File: config.mk
export PLATFORM = sky130hd
export DESIGN_NAME = pipe_stage_skid_flat
export DESIGN_NICKNAME = d
export VERILOG_FILES = /design/src/rtl/pipe_stage_skid_pkg.sv /design/src/rtl/pipe_stage_skid_if.sv /design/src/rtl/pipe_stage_skid_entry_reg.sv /design/src/rtl/pipe_stage_skid.sv /design/src/flat_wrapper.sv
export SDC_FILE = /design/constraint.sdc
export NUM_CORES = 1
export LEC_CHECK = 0
export ABC_AREA = 1
export BUFFER_PORTS_ARGS = -buffer_cell sky130_fd_sc_hd__buf_2
export CORE_ASPECT_RATIO = 0.9
export CORE_MARGIN = 1.5
export CORE_UTILIZATION = 54
export CTS_CLUSTER_DIAMETER = 30
export CTS_CLUSTER_SIZE = 20
export DETAILED_ROUTE_END_ITERATION = 7
export GPL_TIMING_DRIVEN = 0
export MAX_ROUTING_LAYER = met4
export PLACE_DENSITY = 0.8
export SYNTH_ARGS = -nofsm -noshare
export SYNTH_HDL_FRONTEND = slang
export SYNTH_SLANG_ARGS = --single-unit
export TNS_END_PERCENT = 50
File: constraint.sdc
create_clock -name clk -period 1.5 [get_ports clk]
set_input_delay 0.3 -clock clk [delete_from_list [all_inputs] [get_ports clk]]
set_output_delay 0.3 -clock clk [all_outputs]
set_load 0.05 [all_outputs]
File: src/rtl/pipe_stage_skid_pkg.sv
// Shared constants for the pipeline stage registers: bubble values,
// per-boundary payload widths and the occupancy state encoding.
package pipe_pkg;

    localparam logic [31:0] PC_RESET_DEFAULT = 32'h0000_3000;
    localparam logic [31:0] INSTR_NOP        = 32'h0;

    // Payload widths per stage boundary (D/E: check + WD1 + WD2 + EXTResult)
    localparam int F2D_PAYLOAD_W = 32;
    localparam int D2E_PAYLOAD_W = 97;
    localparam int E2M_PAYLOAD_W = 97;
    localparam int M2W_PAYLOAD_W = 65;

    // Stage occupancy: nothing held, main only, main plus skid
    typedef enum logic [1:0] {
        ST_EMPTY = 2'd0,
        ST_ONE   = 2'd1,
        ST_TWO   = 2'd2
    } stage_state_e;

endpackage

File: src/rtl/pipe_stage_skid_if.sv
// Valid/ready handshake bundle carrying instruction, PC and payload.
// The producer uses the master modport, the consumer the slave modport.
interface pipe_stage_skid_if #(
    parameter int INSTR_W   = 32,
    parameter int PAYLOAD_W = 97
);
    logic                 valid;
    logic                 ready;
    logic [INSTR_W-1:0]   instr;
    logic [31:0]          pc;
    logic [PAYLOAD_W-1:0] payload;

    modport master (output valid, instr, pc, payload, input ready);
    modport slave  (input valid, instr, pc, payload, output ready);
endinterface

File: src/rtl/pipe_stage_skid_entry_reg.sv
// One stage entry: valid bit plus fields. Clearing writes bubble values
// so the fields are never stale when the entry is invalid.
module pipe_entry_reg
    import pipe_pkg::*;
#(
    parameter int          INSTR_W   = 32,
    parameter int          PAYLOAD_W = D2E_PAYLOAD_W,
    parameter logic [31:0] PC_RESET  = PC_RESET_DEFAULT
) (
    input  logic                 clk,
    input  logic                 reset,
    input  logic                 clear,
    input  logic                 load,
    input  logic [INSTR_W-1:0]   d_instr,
    input  logic [31:0]          d_pc,
    input  logic [PAYLOAD_W-1:0] d_payload,
    output logic                 q_valid,
    output logic [INSTR_W-1:0]   q_instr,
    output logic [31:0]          q_pc,
    output logic [PAYLOAD_W-1:0] q_payload
);

    // Clear to bubble has priority over load; otherwise hold
    always_ff @(posedge clk) begin
        if (reset || clear) begin
            q_valid   <= 1'b0;
            q_instr   <= INSTR_W'(INSTR_NOP);
            q_pc      <= PC_RESET;
            q_payload <= '0;
        end else if (load) begin
            q_valid   <= 1'b1;
            q_instr   <= d_instr;
            q_pc      <= d_pc;
            q_payload <= d_payload;
        end
    end

endmodule

File: src/rtl/pipe_stage_skid.sv
// Pipeline stage register with a 2-entry skid buffer.
// Outputs come straight from the main entry; in_ready is registered
// (low only while the skid entry is occupied), so out_ready never
// reaches in_ready combinationally.
// Optional build macro PIPE_STAGE_PERF_EN adds stall/bubble counters.
//
//   state    | meaning
//   ST_EMPTY | no entry held, out_valid=0
//   ST_ONE   | main valid, skid empty
//   ST_TWO   | main and skid valid, in_ready=0
module pipe_stage_skid
    import pipe_pkg::*;
#(
    parameter int          PAYLOAD_W = D2E_PAYLOAD_W,
    parameter logic [31:0] PC_RESET  = PC_RESET_DEFAULT,
    parameter int          INSTR_W   = 32
) (
    input  logic               clk,
    input  logic               reset,
    input  logic               flush,
    pipe_stage_skid_if.slave   up,
    pipe_stage_skid_if.master  dn
`ifdef PIPE_STAGE_PERF_EN
    ,
    output logic [31:0]        stall_cnt,
    output logic [31:0]        bubble_cnt
`endif
);

    stage_state_e         state_q;
    stage_state_e         state_d;
    logic                 in_ready_q;

    logic                 accept;
    logic                 drain;
    logic                 main_load;
    logic                 main_clr;
    logic                 skid_load;
    logic                 skid_clr;

    logic                 main_valid;
    logic [INSTR_W-1:0]   main_instr;
    logic [31:0]          main_pc;
    logic [PAYLOAD_W-1:0] main_payload;
    logic                 skid_valid;
    logic [INSTR_W-1:0]   skid_instr;
    logic [31:0]          skid_pc;
    logic [PAYLOAD_W-1:0] skid_payload;

    logic [INSTR_W-1:0]   main_d_instr;
    logic [31:0]          main_d_pc;
    logic [PAYLOAD_W-1:0] main_d_payload;
    logic                 sel_skid;

    assign accept = up.valid & in_ready_q;
    assign drain  = main_valid & dn.ready;

    // Next occupancy and entry load/clear strobes; flush empties both
    always_comb begin
        state_d   = state_q;
        main_load = 1'b0;
        main_clr  = flush;
        skid_load = 1'b0;
        skid_clr  = flush;
        case (state_q)
            ST_EMPTY: begin
                if (accept) begin
                    main_load = 1'b1;
                    state_d   = ST_ONE;
                end
            end
            ST_ONE: begin
                if (drain && accept) begin
                    main_load = 1'b1;
                end else if (drain) begin
                    main_clr  = 1'b1;
                    state_d   = ST_EMPTY;
                end else if (accept) begin
                    skid_load = 1'b1;
                    state_d   = ST_TWO;
                end
            end
            ST_TWO: begin
                if (drain) begin
                    main_load = 1'b1;
                    skid_clr  = 1'b1;
                    state_d   = ST_ONE;
                end
            end
            default: state_d = ST_EMPTY;
        endcase
        if (flush) begin
            state_d = ST_EMPTY;
        end
    end

    // Occupancy register with registered in_ready
    always_ff @(posedge clk) begin
        if (reset) begin
            state_q    <= ST_EMPTY;
            in_ready_q <= 1'b1;
        end else begin
            state_q    <= state_d;
            in_ready_q <= (state_d != ST_TWO);
        end
    end

    // Main reloads from skid when skid holds the older entry
    assign sel_skid       = (state_q == ST_TWO);
    assign main_d_instr   = sel_skid ? skid_instr   : up.instr;
    assign main_d_pc      = sel_skid ? skid_pc      : up.pc;
    assign main_d_payload = sel_skid ? skid_payload : up.payload;

    pipe_entry_reg #(
        .INSTR_W  (INSTR_W),
        .PAYLOAD_W(PAYLOAD_W),
        .PC_RESET (PC_RESET)
    ) u_main (
        .clk      (clk),
        .reset    (reset),
        .clear    (main_clr),
        .load     (main_load),
        .d_instr  (main_d_instr),
        .d_pc     (main_d_pc),
        .d_payload(main_d_payload),
        .q_valid  (main_valid),
        .q_instr  (main_instr),
        .q_pc     (main_pc),
        .q_payload(main_payload)
    );

    pipe_entry_reg #(
        .INSTR_W  (INSTR_W),
        .PAYLOAD_W(PAYLOAD_W),
        .PC_RESET (PC_RESET)
    ) u_skid (
        .clk      (clk),
        .reset    (reset),
        .clear    (skid_clr),
        .load     (skid_load),
        .d_instr  (up.instr),
        .d_pc     (up.pc),
        .d_payload(up.payload),
        .q_valid  (skid_valid),
        .q_instr  (skid_instr),
        .q_pc     (skid_pc),
        .q_payload(skid_payload)
    );

    assign up.ready   = in_ready_q;
    assign dn.valid   = main_valid;
    assign dn.instr   = main_instr;
    assign dn.pc      = main_pc;
    assign dn.payload = main_payload;

`ifdef PIPE_STAGE_PERF_EN
    // Stall and bubble cycle counters; only reset clears them
    always_ff @(posedge clk) begin
        if (reset) begin
            stall_cnt  <= '0;
            bubble_cnt <= '0;
        end else begin
            if (main_valid && !dn.ready) begin
                stall_cnt <= stall_cnt + 32'd1;
            end
            if (!main_valid) begin
                bubble_cnt <= bubble_cnt + 32'd1;
            end
        end
    end
`endif

    // skid_valid mirrors state_q == ST_TWO; kept for visibility in waves
    logic unused_skid_valid;
    assign unused_skid_valid = skid_valid;

endmodule

File: src/flat_wrapper.sv
// flat-port wrapper written by rule: the top's interface ports become plain ports
module pipe_stage_skid_flat import pipe_pkg::*;
#(
    parameter int          PAYLOAD_W = D2E_PAYLOAD_W,
    parameter logic [31:0] PC_RESET  = PC_RESET_DEFAULT,
    parameter int          INSTR_W   = 32
)
  (clk, reset, flush, up_valid, up_instr, up_pc, up_payload, up_ready, dn_valid, dn_instr, dn_pc, dn_payload, dn_ready);
  pipe_stage_skid_if #(.INSTR_W(INSTR_W), .PAYLOAD_W(PAYLOAD_W)) up_i ();
  pipe_stage_skid_if #(.INSTR_W(INSTR_W), .PAYLOAD_W(PAYLOAD_W)) dn_i ();
  input  logic clk;
  input  logic reset;
  input  logic flush;
  input wire logic [$bits(up_i.valid)-1:0] up_valid;
  input wire logic [$bits(up_i.instr)-1:0] up_instr;
  input wire logic [$bits(up_i.pc)-1:0] up_pc;
  input wire logic [$bits(up_i.payload)-1:0] up_payload;
  output wire logic [$bits(up_i.ready)-1:0] up_ready;
  output wire logic [$bits(dn_i.valid)-1:0] dn_valid;
  output wire logic [$bits(dn_i.instr)-1:0] dn_instr;
  output wire logic [$bits(dn_i.pc)-1:0] dn_pc;
  output wire logic [$bits(dn_i.payload)-1:0] dn_payload;
  input wire logic [$bits(dn_i.ready)-1:0] dn_ready;
  assign up_i.valid = up_valid;
  assign up_i.instr = up_instr;
  assign up_i.pc = up_pc;
  assign up_i.payload = up_payload;
  assign up_ready = up_i.ready;
  assign dn_valid = dn_i.valid;
  assign dn_instr = dn_i.instr;
  assign dn_pc = dn_i.pc;
  assign dn_payload = dn_i.payload;
  assign dn_i.ready = dn_ready;
  pipe_stage_skid #(.PAYLOAD_W(PAYLOAD_W), .PC_RESET(PC_RESET), .INSTR_W(INSTR_W)) u_core (.clk(clk), .reset(reset), .flush(flush), .up(up_i), .dn(dn_i));
endmodule
After elaboration in Yosys (flattened, before gate mapping)

Cells that the tools add are included.
W data, S select, Z words.

Bitwise operators: 2
Reduce and logical (&&, ||, !) cells: 4
Eq/ne operators: 3
Multiplexer cells: 21

Operator list:

| cell                 | number |
|---|---|
| $mux W97             | 1 |
| $mux W32             | 2 |
| $mux W2              | 6 |
| $mux W1              | 10 |
| $pmux W2 S3          | 1 |
| $pmux W1 S3          | 1 |
| $and A1 B1 Y1        | 2 |
| $eq A2 B1 Y1 const B | 1 |
| $eq A2 B2 Y1 const B | 1 |
| $logic_not A2 Y1     | 1 |
| $logic_or A1 B1 Y1   | 2 |
| $ne A2 B2 Y1 const B | 1 |
| $logic_and A1 B1 Y1  | 1 |

Output and inout bits: 163
Register bits after elaboration: 326
Word-level logic and storage cells: 39
Input bits: 166

Longest topological paths before layout

Gate-level depths: netlist (run 1).

Depth after elaboration: 7
Mapped depth: 9

Modules after synthesis

A second synthesis (run 1) with hierarchy kept.

Cells, all modules: 2590
Area, all modules: 15349.7 um2

Modules (own cells, without submodules):

| module          | times used | cells each | sequential area each (um2) | area each (um2) |
|---|---|---|---|---|
| pipe_entry_reg  | 2          | 1019       | 3243.1                     | 6550.0 |
| pipe_stage_skid | 1          | 552        | 60.1                       | 2249.7 |

Least setup slack after synthesis (run 1)

OpenSTA, ideal clock, no wires.

Path kind: register -> register
Start: register u_core.u_main.q_valid
End: register u_core.u_main.q_instr[24]
Setup slack: -0.212 ns
Period minus slack after synthesis: 1.712 ns
Setup time: 0.064 ns
Required time: 1.436 ns
Arrival: 1.648 ns
Stages on the path, launching flop included: 9
Cells stage by stage: dfxtp_1 nand2_1 nand2_1 nand2_1 buf_2 buf_2 nand3_1 nand2_1 nor2_1

Cells in the longest elaborated chain, start to end: 5

RTL lines:

| item                                           | line                                         | RTL |
|---|---|---|
| start: declaration                             | pipe_stage_skid_entry_reg.sv:17              | `output logic q_valid,` |
| start signal: assignment                       | pipe_stage_skid_entry_reg.sv:26              | `q_valid <= 1'b0;` |
| start signal: assignment                       | pipe_stage_skid_entry_reg.sv:31              | `q_valid <= 1'b1;` |
| $and A1 B1 Y1 *                                | pipe_stage_skid.sv:56                        | `assign drain = main_valid & dn.ready;` |
| $mux W1 or $logic_and A1 B1 Y1 (tied branches) | pipe_stage_skid.sv:75, pipe_stage_skid.sv:73 |  |
| $mux W1                                        | pipe_stage_skid.sv:73                        | `if (drain && accept) begin` |
| $mux W1                                        | pipe_stage_skid.sv:65                        | `case (state_q)` |
| $logic_or A1 B1 Y1                             | pipe_stage_skid_entry_reg.sv:25              | `if (reset \|\| clear) begin` |
| end signal: assignment                         | pipe_stage_skid_entry_reg.sv:27              | `q_instr <= INSTR_W'(INSTR_NOP);` |
| end signal: assignment                         | pipe_stage_skid_entry_reg.sv:32              | `q_instr <= d_instr;` |
| end: declaration                               | pipe_stage_skid_entry_reg.sv:18              | `output logic [INSTR_W-1:0] q_instr,` |

Mark *: on every way between the ends. The rest lies on a longest branch, timed or not.
A chain may end at the register's enable or synchronous reset.

Final worst setup path (run 1)

Start: register u_core.state_q[1]
End: register u_core.u_main.q_instr[25]

Cells in the longest elaborated chain, start to end: 3

RTL lines:

| item                     | line                            | RTL |
|---|---|---|
| start: declaration       | pipe_stage_skid.sv:30           | `stage_state_e state_q;` |
| start signal: assignment | pipe_stage_skid.sv:103          | `state_q <= state_d;` |
| $eq A2 B1 Y1             | pipe_stage_skid.sv:65           |  |
| $mux W1                  | pipe_stage_skid.sv:65           |  |
| $logic_or A1 B1 Y1       | pipe_stage_skid_entry_reg.sv:25 |  |

Several ways; a longest one is shown, not always the timed one.

==> impl_metrics.csv, run 1 <==
group,metric,value,unit
run_status,outcome,"finished with violations",
run_status,violations,"setup timing",
power,leakage,11.1,nW
min_path,worst_hold_startpoint,"up_instr[23]",
min_path,hold_path_depth,3,
drt,detail-route-antenna-nets,0,
clocking,cts_inserted_buffers,61,
min_path,hold_path_class,"primary input to flop",
clocking,cts.clk_slew.worst_paths,0.05,ns
timing,final_critical_path_setup_slack,-0.115,ns
min_path,whs_endpoint,"u_core.u_skid.q_instr[23]",
setup_path,setup.worst_path.start,"u_core.state_q[1]",
grt,grt_pass1_wl,75100,um
logic_synthesis,yosys.cell_count.top_type,"sky130_fd_sc_hd__nand2_1",
setup_path,worst-setup-path-type,"flop to flop",
grt,track_usage,34.4,%
timing,post_route_skew,0.0320,ns
timing,worst_pin_slew,0.444,ns
floorplan,die_y,158,um
logic_synthesis,synth_nets,2448,
logic_synthesis,ys_ff_latch,326,
timing,rsz0062_at_grt,"true",
logic_synthesis,synth-edff-count,0,
timing,timing.final.hold_violations,0,
logic_synthesis,ys_types,15,
grt,grt_max_degree,16,
power,power.internal,0.0191,W
cells_and_area,layout-drive-gt1-share,24.5,%
setup_path,timing.reg2reg.setup_slack,-0.11,ns
floorplan,design.portCount,329,
placed_design,detailed_place_hpwl,29900,um
logic_synthesis,synth_area,14400,sq um
floorplan,floorplan.rows,56,
power,clockPowerShare,52.2,%
floorplan,initial_core_util,55.2,%
logic_synthesis,synth_commonest_cells,"659 x sky130_fd_sc_hd__nand2_1, 642 x sky130_fd_sc_hd__nor2_1, 326 x sky130_fd_sc_hd__dfxtp_1, 166 x sky130_fd_sc_hd__nand3_1, 164 x sky130_fd_sc_hd__inv_1",
placed_design,buffer_ports.inserted,328,
setup_path,endpoint_kind,"flop",
drt,starting_drc_count_in_detailed_routing,1540,
drt,route.vias.total,16755,
clocking,buffer_type_at_the_clock_tree_root,"sky130_fd_sc_hd__clkbuf_16",
logic_synthesis,avgSynthCellArea,6.32,sq um
clocking,clock_insertion_delay_at_the_later_pin_of_the_skew_report,0.57,ns
logic_synthesis,synth_top_flop_cell,"sky130_fd_sc_hd__dfxtp_1",
logic_synthesis,synth_largest_type_area_fraction,45.2,%
floorplan,core_area,26100,sq um
grt,number_of_antenna_violations_at_the_first_check_in_global_routing,5,
logic_synthesis,synth-warning-count,0,
setup_path,reg2reg_depth,8,
timing,achievable-frequency,619,MHz
logic_synthesis,netlist.top_cell.by_area,"sky130_fd_sc_hd__dfxtp_1",
setup_path,worst-endpoint-required,1.98,ns
grt,number_of_global_route_vias_before_repair,15374,
power,ir_drop,1.33,mV
logic_synthesis,synthesis.instances,2282,
setup_path,regToRegStartpoint,"u_core.state_q[1]",
setup_path,critPathArrivalTime,2.10,ns
drt,vias_per_instance,5.20,
timing,slew_headroom,70.4,%
logic_synthesis,async_flop_share,0,%
clocking,tritoncts_num_sinks,326,
power,power.net_switching,0.00734,W
timing,setup-violations-final,43,
placed_design,pre_cts_slack,-0.717,ns
setup_path,critical_path.reg2reg.endpoint,"u_core.u_main.q_instr[25]",
power,share_seq_of_total_power,34.6,%
timing,post-route-period-util,108,%
placed_design,routabilityCongestion,0.889,
timing,period_minus_slack,1.61,ns
drt,totalWireLength,51300,um
cells_and_area,nNetsFinal,2983,
floorplan,die-area,27700,sq um
logic_synthesis,netlist_top_cells_area,"sky130_fd_sc_hd__dfxtp_1 45%, sky130_fd_sc_hd__nand2_1 17%, sky130_fd_sc_hd__nor2_1 17%",
power,switching_fraction_of_total_power,27.8,%
flow_run,timing.max_cap.violations,0,
cells_and_area,area_growth_syn_to_layout,46.5,%
setup_path,path_max_fanout,7,
power,comb_power_share,13.3,%
drt,drc,0,
floorplan,fp.dieW,175,um
drt,wl_per_cell,15.9,um
drt,dr.pass1.iters,6,
power,powerDensity,1250,nW/um^2
timing,report.final.slew_viol_count,0,
cells_and_area,fillCellCount,1668,
grt,grt-ovfl-total,0,
cells_and_area,utilization_after_layout,80.9,%
logic_synthesis,synth.yosys.seq_area_share,45.2,%
setup_path,timing.critical_path.from_type,"flop",
clocking,htree_num_levels,2,
clocking,cts_tree,"yes",
clocking,ctsLongestPathBuffers,3,
-- state kept, by name (all words and copies together) (netlist names) --
register and flops:
u_core.state_q 2, u_core.u_main.q_instr 32, u_core.u_main.q_pc 32, u_core.u_skid.q_pc 32
u_core.u_skid.q_payload 97, u_core.u_skid.q_instr 32, u_core.u_main.q_payload 97, u_core.up.ready 1
u_core.u_main.q_valid 1
-- how the worst max path moves through the flow --
stage / endpoint / cells after the start
2_1_floorplan: u_core.u_main.q_instr[24] / 8
3_3_place_gp: u_core.u_main.q_payload[77] / 9
3_5_place_dp: u_core.u_main.q_payload[71] / 9
4_1_cts: u_core.u_main.q_pc[7] / 9
5_1_grt: u_core.u_main.q_instr[25] / 8
6_report: u_core.u_main.q_instr[25] / 8
-- area by class of cell --
cell class / count / area (sq um) / share of cell area, %
diodes: 5 / 12.5 / 0.0592
plain buffers: 150 / 1200 / 5.70
clock buffers: 73 / 1670 / 7.92
clock inverters: 43 / 433 / 2.05
inverters: 166 / 631 / 2.98
multi-input cells: 1636 / 6900 / 32.7
flip-flops and latches: 326 / 6540 / 30.9
well taps: 348 / 435 / 2.06
repair buffers: 476 / 3310 / 15.6
-- per-layer routing --
metal | global-route usage (%) | up-vias | wire length [um]
met4 | 15.4 | 0 | 2210
li1 | - | 8059 | -
met2 | 57.6 | 914 | 24700
met5 | - | - | 0
met1 | 40.2 | 7564 | 19800
met3 | 6.80 | 218 | 4660
-- worst max-delay path: stages, from the launching register on --
cell	delay [ns]
sky130_fd_sc_hd__dfxtp_4	0.38
sky130_fd_sc_hd__inv_6	0.05
sky130_fd_sc_hd__nor2_4	0.22
sky130_fd_sc_hd__nand2_4	0.16
sky130_fd_sc_hd__clkbuf_16	0.22
sky130_fd_sc_hd__clkbuf_16	0.17
sky130_fd_sc_hd__nand3_1	0.08
sky130_fd_sc_hd__nand2_1	0.08
sky130_fd_sc_hd__nor2_1	0.16
-- cells by family after synthesis --
logic type | count (synthesis) | synth area share [%]
AND/OR/NAND/NOR | 1474 | 40.0
buffers and inverters | 320 | 9.11
flip-flops | 326 | 45.2
AO/OA/AOI/OAI | 162 | 5.64
-- metrics by stage --
step / std cells / setup TNS (ns) / total power [W] / hold slack [ns] / instance area [sq um]
final: 3223 / -0.755 / 0.0264 / 0.00354 / 21100
after global routing: 3223 / -12.12 / 0.0272 / 0.00209 / 21100
after CTS: 3206 / -0.0108 / 0.0261 / 0.0000814 / 20400
after detailed placement: 2958 / -169.72 / 0.0121 / 0.456 / 16500
after global placement: 2958 / -159.66 / 0.0121 / 0.443 / 16500
after floorplan: 2282 / 0 / 0.0112 / 0.426 / 14400
-- cell usage in the layout, fill, tap and decap left out, types with 2 or more instances in the layout --
| cell | instances |
|---|---|
| sky130_fd_sc_hd__clkbuf_1 | 5 |
| sky130_fd_sc_hd__clkinv_2 | 9 |
| sky130_fd_sc_hd__nor2_2 | 28 |
| sky130_fd_sc_hd__clkinv_4 | 5 |
| sky130_fd_sc_hd__nand3_2 | 32 |
| sky130_fd_sc_hd__buf_6 | 16 |
| sky130_fd_sc_hd__o21ai_0 | 160 |
| sky130_fd_sc_hd__nand2_4 | 6 |
| sky130_fd_sc_hd__clkbuf_16 | 74 |
| sky130_fd_sc_hd__dfxtp_2 | 2 |
| sky130_fd_sc_hd__nand3_1 | 133 |
| sky130_fd_sc_hd__buf_2 | 324 |
| sky130_fd_sc_hd__nand2_1 | 645 |
| sky130_fd_sc_hd__nor2_4 | 3 |
| sky130_fd_sc_hd__clkbuf_4 | 40 |
| sky130_fd_sc_hd__dfxtp_1 | 322 |
| sky130_fd_sc_hd__bufinv_16 | 5 |
| sky130_fd_sc_hd__inv_1 | 163 |
| sky130_fd_sc_hd__dlygate4sd3_1 | 121 |
| sky130_fd_sc_hd__inv_6 | 12 |
| sky130_fd_sc_hd__diode_2 | 5 |
| sky130_fd_sc_hd__buf_4 | 68 |
| sky130_fd_sc_hd__nor2_1 | 614 |
| sky130_fd_sc_hd__dfxtp_4 | 2 |
| sky130_fd_sc_hd__clkbuf_8 | 6 |
| sky130_fd_sc_hd__buf_12 | 3 |
| sky130_fd_sc_hd__buf_8 | 14 |
| sky130_fd_sc_hd__nand2_2 | 11 |
| sky130_fd_sc_hd__clkbuf_2 | 27 |
| sky130_fd_sc_hd__clkinvlp_4 | 13 |
-- power by group through the flow --
| stage | registers [W] | logic, W | clock network (W) |
|---|---|---|---|
| finish | 0.00913 | 0.00350 | 0.0138 |
| global route | 0.00914 | 0.00376 | 0.0143 |
| CTS | 0.00911 | 0.00325 | 0.0138 |
| detailed placement | 0.00928 | 0.00284 | 0 |
| global placement | 0.00927 | 0.00280 | 0 |
| floorplan | 0.0100 | 0.00124 | 0 |
-- timing repair --
item	4_1_cts	5_1_grt
buffers inserted	13	4
hold buffers	121	0
endpoints found under the hold margin	121	0
pin swaps	6	37
resized for setup	173	194
setup endpoints to repair	342	386
cloned	1	9
(Power assumes the default switching activity.)
==> run 2: changes to the inputs <==
--- a/config.mk
+++ b/config.mk
@@ -10,10 +10,11 @@
 export CORE_ASPECT_RATIO = 0.9
 export CORE_MARGIN = 1.5
 export CORE_UTILIZATION = 54
-export CTS_CLUSTER_DIAMETER = 30
+export CTS_CLUSTER_DIAMETER = 120
 export CTS_CLUSTER_SIZE = 20
 export DETAILED_ROUTE_END_ITERATION = 7
 export GPL_TIMING_DRIVEN = 0
+export HOLD_SLACK_MARGIN = 0.1
 export MAX_ROUTING_LAYER = met4
 export PLACE_DENSITY = 0.8
 export SYNTH_ARGS = -nofsm -noshare
==> run 2 against run 1 <==
  * The run still ends with setup timing left
  * Highest routed layer unchanged
  * Cell count decreased by 1.6%
  * Clock-buffer cell count down 52
  * Critical path depth unchanged
  * Routed wire length decreased by 9.4%
  * Power shrank 31%
  * Largest cell class unchanged
  * Final area decreased by 5.6%
  * Worst hold slack better by 0.13 ns
  * Sequential power decreased by 0.5%
==> impl_metrics.csv, run 2 (synthesized netlist as in run 1, its figures left out) <==
group,metric,value,unit
run_status,outcome,"finished with violations",
run_status,violations,"setup timing",
flow_run,timing.max_cap.violations,0,
floorplan,floorplan.rows,56,
cells_and_area,regArea,6540,sq um
min_path,hold_path_depth,4,
timing,timing.final.hold_violations,0,
placed_design,detailed_place_hpwl,29900,um
min_path,hold_path_class,"primary input to flop",
placed_design,cell_area_after_placement,16500,sq um
cells_and_area,area_growth_syn_to_layout,38.2,%
floorplan,die-area,27700,sq um
timing,post_route_skew,0.0156,ns
setup_path,reg2reg_depth,8,
clocking,clock_insertion_delay_at_the_later_pin_of_the_skew_report,0.52,ns
power,leakage,10.4,nW
setup_path,worst-setup-path-type,"flop to flop",
drt,wl_per_cell,14.7,um
grt,grt-ovfl-total,0,
cells_and_area,fillCellCount,1972,
grt,grt_max_degree,21,
clocking,buffer_type_at_the_clock_tree_root,"sky130_fd_sc_hd__clkbuf_16",
timing,final_critical_path_setup_slack,-0.0174,ns
floorplan,core_area,26100,sq um
timing,holdWs,0.137,ns
floorplan,die_y,158,um
drt,detail-route-antenna-nets,0,
setup_path,endpoint_kind,"flop",
drt,route.vias.total,15884,
drt,totalWireLength,46500,um
placed_design,pre_cts_slack,-0.717,ns
floorplan,design.portCount,329,
grt,track_usage,32.4,%
setup_path,critPathArrivalTime,1.97,ns
timing,setup-violations-final,4,
timing,rsz0062_at_grt,"true",
floorplan,fp.dieW,175,um
timing,report.final.slew_viol_count,0,
drt,dr.pass1.iters,6,
power,powerDensity,909,nW/um^2
grt,grt_pass1_wl,71200,um
grt,number_of_antenna_violations_at_the_first_check_in_global_routing,3,
clocking,htree_num_levels,1,
clocking,tritoncts_num_sinks,326,
grt,number_of_global_route_vias_before_repair,14570,
cells_and_area,nNetsFinal,2986,
placed_design,routabilityCongestion,0.889,
cells_and_area,reg.largest.list,"u_core.u_main.q_payload: 97 flops, u_core.u_skid.q_payload: 97 flops",
setup_path,timing.critical_path.from_type,"flop",
floorplan,initial_core_util,55.2,%
clocking,cts_tree,"yes",
cells_and_area,post_layout_nonfiller_instances,3172,
timing,period_minus_slack,1.52,ns
drt,starting_drc_count_in_detailed_routing,1483,
cells_and_area,design_area,19900,sq um
timing,slew_headroom,65.8,%
cells_and_area,final_common_cell,"sky130_fd_sc_hd__nand2_1",
clocking,cts.clk_slew.worst_paths,0.09,ns
power,ir_drop,0.731,mV
drt,vias_per_instance,5.01,
placed_design,placed_cells_incl_taps,2958,
timing,post-route-period-util,101,%
timing,worst_pin_slew,0.512,ns
setup_path,path_max_fanout,10,
cells_and_area,mostFrequentLayoutCells,"647 x sky130_fd_sc_hd__nand2_1, 602 x sky130_fd_sc_hd__nor2_1, 341 x sky130_fd_sc_hd__buf_2",
clocking,cts_inserted_buffers,20,
clocking,ctsLongestPathBuffers,3,
cells_and_area,layout-drive-gt1-share,21.5,%
cells_and_area,multi_input_area,6850,sq um
timing,setup_total_negative_slack,-0.0290,ns
drt,drc,0,
setup_path,worst-endpoint-required,1.95,ns
timing,achievable-frequency,659,MHz
placed_design,buffer_ports.inserted,328,
run 2: changes by cell type in the layout (fill, tap and decap cells not counted), sizes merged:
| cell | before | now |
|---|---|---|
| dlygate4sd3 | 121 | 161 |
| clkbuf | 152 | 78 |
| clkinvlp | 13 | 0 |
| buf | 426 | 451 |
| diode | 5 | 4 |
| bufinv | 5 | 0 |
| bufbuf | 0 | 1 |
| inv | 177 | 167 |
| clkinv | 14 | 0 |
run 2: repair_timing:
item | CTS | global route
buffers inserted | 19 | 4
hold buffers | 161 | 0
resized for setup | 135 | 269
hold endpoints to repair | 162 | 0
gates cloned | 2 | 6
pin swaps | 7 | 20
endpoints found under the setup margin | 325 | 337
run 2: area by class of cell:
class | count | share of cell area [%]
Buffer | 150 | 6.32
Sequential cell | 326 | 32.8
Timing Repair Buffer | 520 | 18.4
Clock inverter | 1 | 0.0815
Clock buffer | 21 | 2.63
Multi-Input combinational cell | 1636 | 34.4
Inverter | 166 | 3.16
Tap cell | 348 | 2.18
Antenna cell | 4 | 0.0502
run 2: critical path, cell delays in order (launching register included):
cell and delay [ns]:
sky130_fd_sc_hd__dfxtp_4 0.36, sky130_fd_sc_hd__inv_4 0.10, sky130_fd_sc_hd__nor2_4 0.05, sky130_fd_sc_hd__buf_12 0.13, sky130_fd_sc_hd__a21oi_4 0.21, sky130_fd_sc_hd__buf_4 0.16
sky130_fd_sc_hd__buf_4 0.16, sky130_fd_sc_hd__o21ai_0 0.14, sky130_fd_sc_hd__nor2_1 0.15
run 2: report_power, final:
part | leakage (nW) | internal (W) | switching (W)
clock network | 0.266 | 0.00252 | 0.00294
logic | 7.50 | 0.00134 | 0.00226
registers | 2.65 | 0.00893 | 0.000151
run 2: final timing paths:
| check | slack, ns | end | from |
|---|---|---|---|
| setup reg to reg | -0.02 | u_core.u_skid.q_pc[29] | u_core.state_q[1] |
| setup / recovery | -0.02 | u_core.u_skid.q_pc[29] | u_core.state_q[1] |
| hold / removal | 0.14 | u_core.state_q[0] | reset |
| hold reg to reg | 0.48 | u_core.u_skid.q_pc[13] | u_core.u_skid.q_pc[13] |
run 2: per-stage QoR:
stage | total power (W) | utilization (%)
after global routing | 0.0188 | 76.3
after detailed placement | 0.0121 | 63.2
after global placement | 0.0121 | 63.2
final | 0.0181 | 76.3
after floorplan | 0.0112 | -
after CTS | 0.0180 | 73.5
run 2: per-layer routing:
metal  GRT usage, %  vias up  part of all wire, %
met5              -        -                    0
met4           12.5        0                  4.0
met3           4.56      152                  7.5
met2           54.2      662                   47
met1           39.9     7079                   42
li1               -     7991                    -
==> run 3: changes to the inputs <==
--- a/config.mk
+++ b/config.mk
@@ -17,6 +17,7 @@
 export HOLD_SLACK_MARGIN = 0.1
 export MAX_ROUTING_LAYER = met4
 export PLACE_DENSITY = 0.8
+export SETUP_SLACK_MARGIN = 0.2
 export SYNTH_ARGS = -nofsm -noshare
 export SYNTH_HDL_FRONTEND = slang
 export SYNTH_SLANG_ARGS = --single-unit
==> run 3 against run 2 <==
  * The run still ends with setup timing left
  * Die area unchanged
  * Worst hold slack improved by 0.13 ns
  * First-iteration DRC count decreased by 9.5%
  * Flip-flop and latch count did not move
  * Cell count increased by 0.50%
  * Sequential share of layout area shrank 0.59 points
  * Maximum frequency decreased by 1.6%
  * Routed wire length is 3.3% higher
  * Clock power is 1% higher
  * Largest cell class unchanged
  * Largest power group unchanged
==> impl_metrics.csv, run 3 (synthesized netlist as in run 1, its figures left out) <==
group,metric,value,unit
timing,report.final.slew_viol_count,0,
clocking,ctsLongestPathBuffers,3,
drt,drc,0,
floorplan,die-area,27700,sq um
floorplan,fp.dieW,175,um
grt,grt-ovfl-total,0,
timing,achievable-frequency,649,MHz
placed_design,routabilityCongestion,0.890,
cells_and_area,nNetsFinal,2998,
drt,vias_per_instance,5.04,
clocking,cts_inserted_buffers,20,
power,leakage,10.6,nW
cells_and_area,utilization_after_layout,77.7,%
placed_design,detailed_place_hpwl,29800,um
min_path,whs_endpoint,"u_core.state_q[1]",
drt,starting_drc_count_in_detailed_routing,1342,
floorplan,initial_core_util,55.2,%
drt,route.vias.total,16056,
clocking,htree_num_levels,1,
floorplan,die_y,158,um
cells_and_area,post_layout_nonfiller_instances,3188,
timing,post_route_skew,0.0258,ns
timing,setup-violations-final,55,
setup_path,path_max_fanout,10,
power,powerDensity,899,nW/um^2
cells_and_area,layout-drive-gt1-share,22.2,%
cells_and_area,fillCellCount,1858,
placed_design,placed_cells_incl_taps,2958,
setup_path,reg2reg_depth,9,
clocking,cts.clk_slew.worst_paths,0.10,ns
setup_path,critical_path.reg2reg.endpoint,"u_core.u_main.q_instr[28]",
grt,grt_max_degree,22,
timing,rsz0062_at_grt,"true",
clocking,tritoncts_num_sinks,326,
timing,period_minus_slack,1.54,ns
setup_path,critPathArrivalTime,1.96,ns
timing,final_critical_path_setup_slack,-0.0415,ns
cells_and_area,mostFrequentLayoutCells,"652 x sky130_fd_sc_hd__nand2_1, 591 x sky130_fd_sc_hd__nor2_1, 351 x sky130_fd_sc_hd__buf_2",
setup_path,worst-setup-path-type,"flop to flop",
setup_path,endpoint_kind,"flop",
setup_path,timing.reg2reg.setup_slack,-0.04,ns
timing,slew_headroom,74.0,%
grt,grt_pass1_wl,71900,um
floorplan,floorplan.rows,56,
grt,number_of_antenna_violations_at_the_first_check_in_global_routing,5,
cells_and_area,reg.largest.list,"u_core.u_main.q_payload: 97 flops, u_core.u_skid.q_payload: 97 flops",
setup_path,timing.critical_path.from_type,"flop",
min_path,hold_path_class,"primary input to flop",
grt,track_usage,32.8,%
clocking,buffer_type_at_the_clock_tree_root,"sky130_fd_sc_hd__clkbuf_16",
drt,detail-route-antenna-nets,0,
timing,setup_total_negative_slack,-0.749,ns
drt,dr.pass1.iters,5,
placed_design,buffer_ports.inserted,328,
drt,totalWireLength,48000,um
min_path,hold_path_depth,5,
cells_and_area,final_common_cell,"sky130_fd_sc_hd__nand2_1",
drt,wl_per_cell,15.1,um
clocking,clock_insertion_delay_at_the_later_pin_of_the_skew_report,0.53,ns
power,ir_drop,0.845,mV
setup_path,regToRegStartpoint,"u_core.state_q[0]",
cells_and_area,area_growth_syn_to_layout,40.8,%
clocking,cts_tree,"yes",
run_status,outcome,"finished with violations",
grt,number_of_global_route_vias_before_repair,14679,
min_path,worst_hold_startpoint,"dn_ready",
floorplan,core_area,26100,sq um
timing,timing.final.hold_violations,0,
setup_path,worst-endpoint-required,1.92,ns
floorplan,design.portCount,329,
timing,worst_pin_slew,0.391,ns
power,totalPowerFinal,0.0183,W
flow_run,timing.max_cap.violations,0,
timing,post-route-period-util,103,%
run_status,violations,"setup timing",
[run 3: cell count changes in the layout (fill, tap and decap cells not counted), sizes merged]
cell         previous run  this run
buf                   451       466
bufbuf                  1         0
clkbuf                 78        77
diode                   4         6
dlygate4sd3           161       162
[run 3: metrics by stage]
step | hold slack [ns] | cell area, sq um | setup slack, ns
floorplan | 0.426 | 14600 | 0.178
global placement | 0.443 | 16600 | -0.440
detailed placement | 0.450 | 16600 | -0.512
CTS | 0.217 | 19500 | -0.0527
global route | 0.311 | 20300 | -0.117
finish | 0.267 | 20300 | -0.0415
[run 3: worst max path at each step]
stage                     cells past startpoint               from                     endpoint  slack [ns]
after detailed placement                      8              flush  u_core.u_skid.q_payload[74]       -0.51
final                                         9  u_core.state_q[0]    u_core.u_main.q_instr[28]       -0.04
after floorplan                               7    u_core.up.ready     u_core.u_skid.q_instr[0]        0.18
after global placement                        8              flush  u_core.u_skid.q_payload[41]       -0.44
after global routing                          9  u_core.state_q[0]  u_core.u_skid.q_payload[78]       -0.12
after CTS                                     8  u_core.state_q[0]    u_core.u_main.q_instr[15]       -0.05
[run 3: area by class of cell]
class / count / area (sq um) / share of cell area [%]
Multi-Input combinational cell: 1636 / 6880 / 33.9
Sequential cell: 326 / 6540 / 32.2
Timing Repair Buffer: 530 / 3840 / 18.9
Buffer: 152 / 1420 / 6.98
Inverter: 166 / 638 / 3.14
Clock buffer: 23 / 533 / 2.62
Tap cell: 348 / 435 / 2.14
Clock inverter: 1 / 16.3 / 0.0801
Antenna cell: 6 / 15.0 / 0.0739
[run 3: per-layer routing]
| metal | global-route usage [%] | share of wire (%) | vias to the layer above | wire, um |
|---|---|---|---|---|
| li1 | - | - | 8015 | - |
| met1 | 40.8 | 42 | 7252 | 20000 |
| met2 | 54.2 | 48 | 654 | 22900 |
| met3 | 4.85 | 7.4 | 135 | 3550 |
| met4 | 12.3 | 3.3 | 0 | 1590 |
| met5 | - | 0 | - | 0 |
[run 3: critical path, stage by stage, from the launching register on]
cell and delay (ns):
sky130_fd_sc_hd__dfxtp_2 0.33, sky130_fd_sc_hd__buf_6 0.13, sky130_fd_sc_hd__inv_4 0.09, sky130_fd_sc_hd__nand2_1 0.10, sky130_fd_sc_hd__nand2_2 0.14, sky130_fd_sc_hd__nand2_8 0.11
sky130_fd_sc_hd__buf_12 0.17, sky130_fd_sc_hd__buf_4 0.18, sky130_fd_sc_hd__nor2_1 0.13, sky130_fd_sc_hd__nor2_1 0.06
[run 3: report_power, final]
part	leakage, nW	total, W	switching (W)	internal, W
clock network	0.268	0.00551	0.00297	0.00254
logic	7.63	0.00367	0.00230	0.00137
registers	2.65	0.00908	0.000155	0.00893
[run 3: repair_timing]
item | CTS | global route
gates cloned | 4 | 7
pin swaps | 14 | 38
setup endpoints to repair | 486 | 486
buffers inserted | 18 | 11
gates resized for setup | 129 | 309
hold endpoints to repair | 163 | 0
hold buffers | 162 | 0
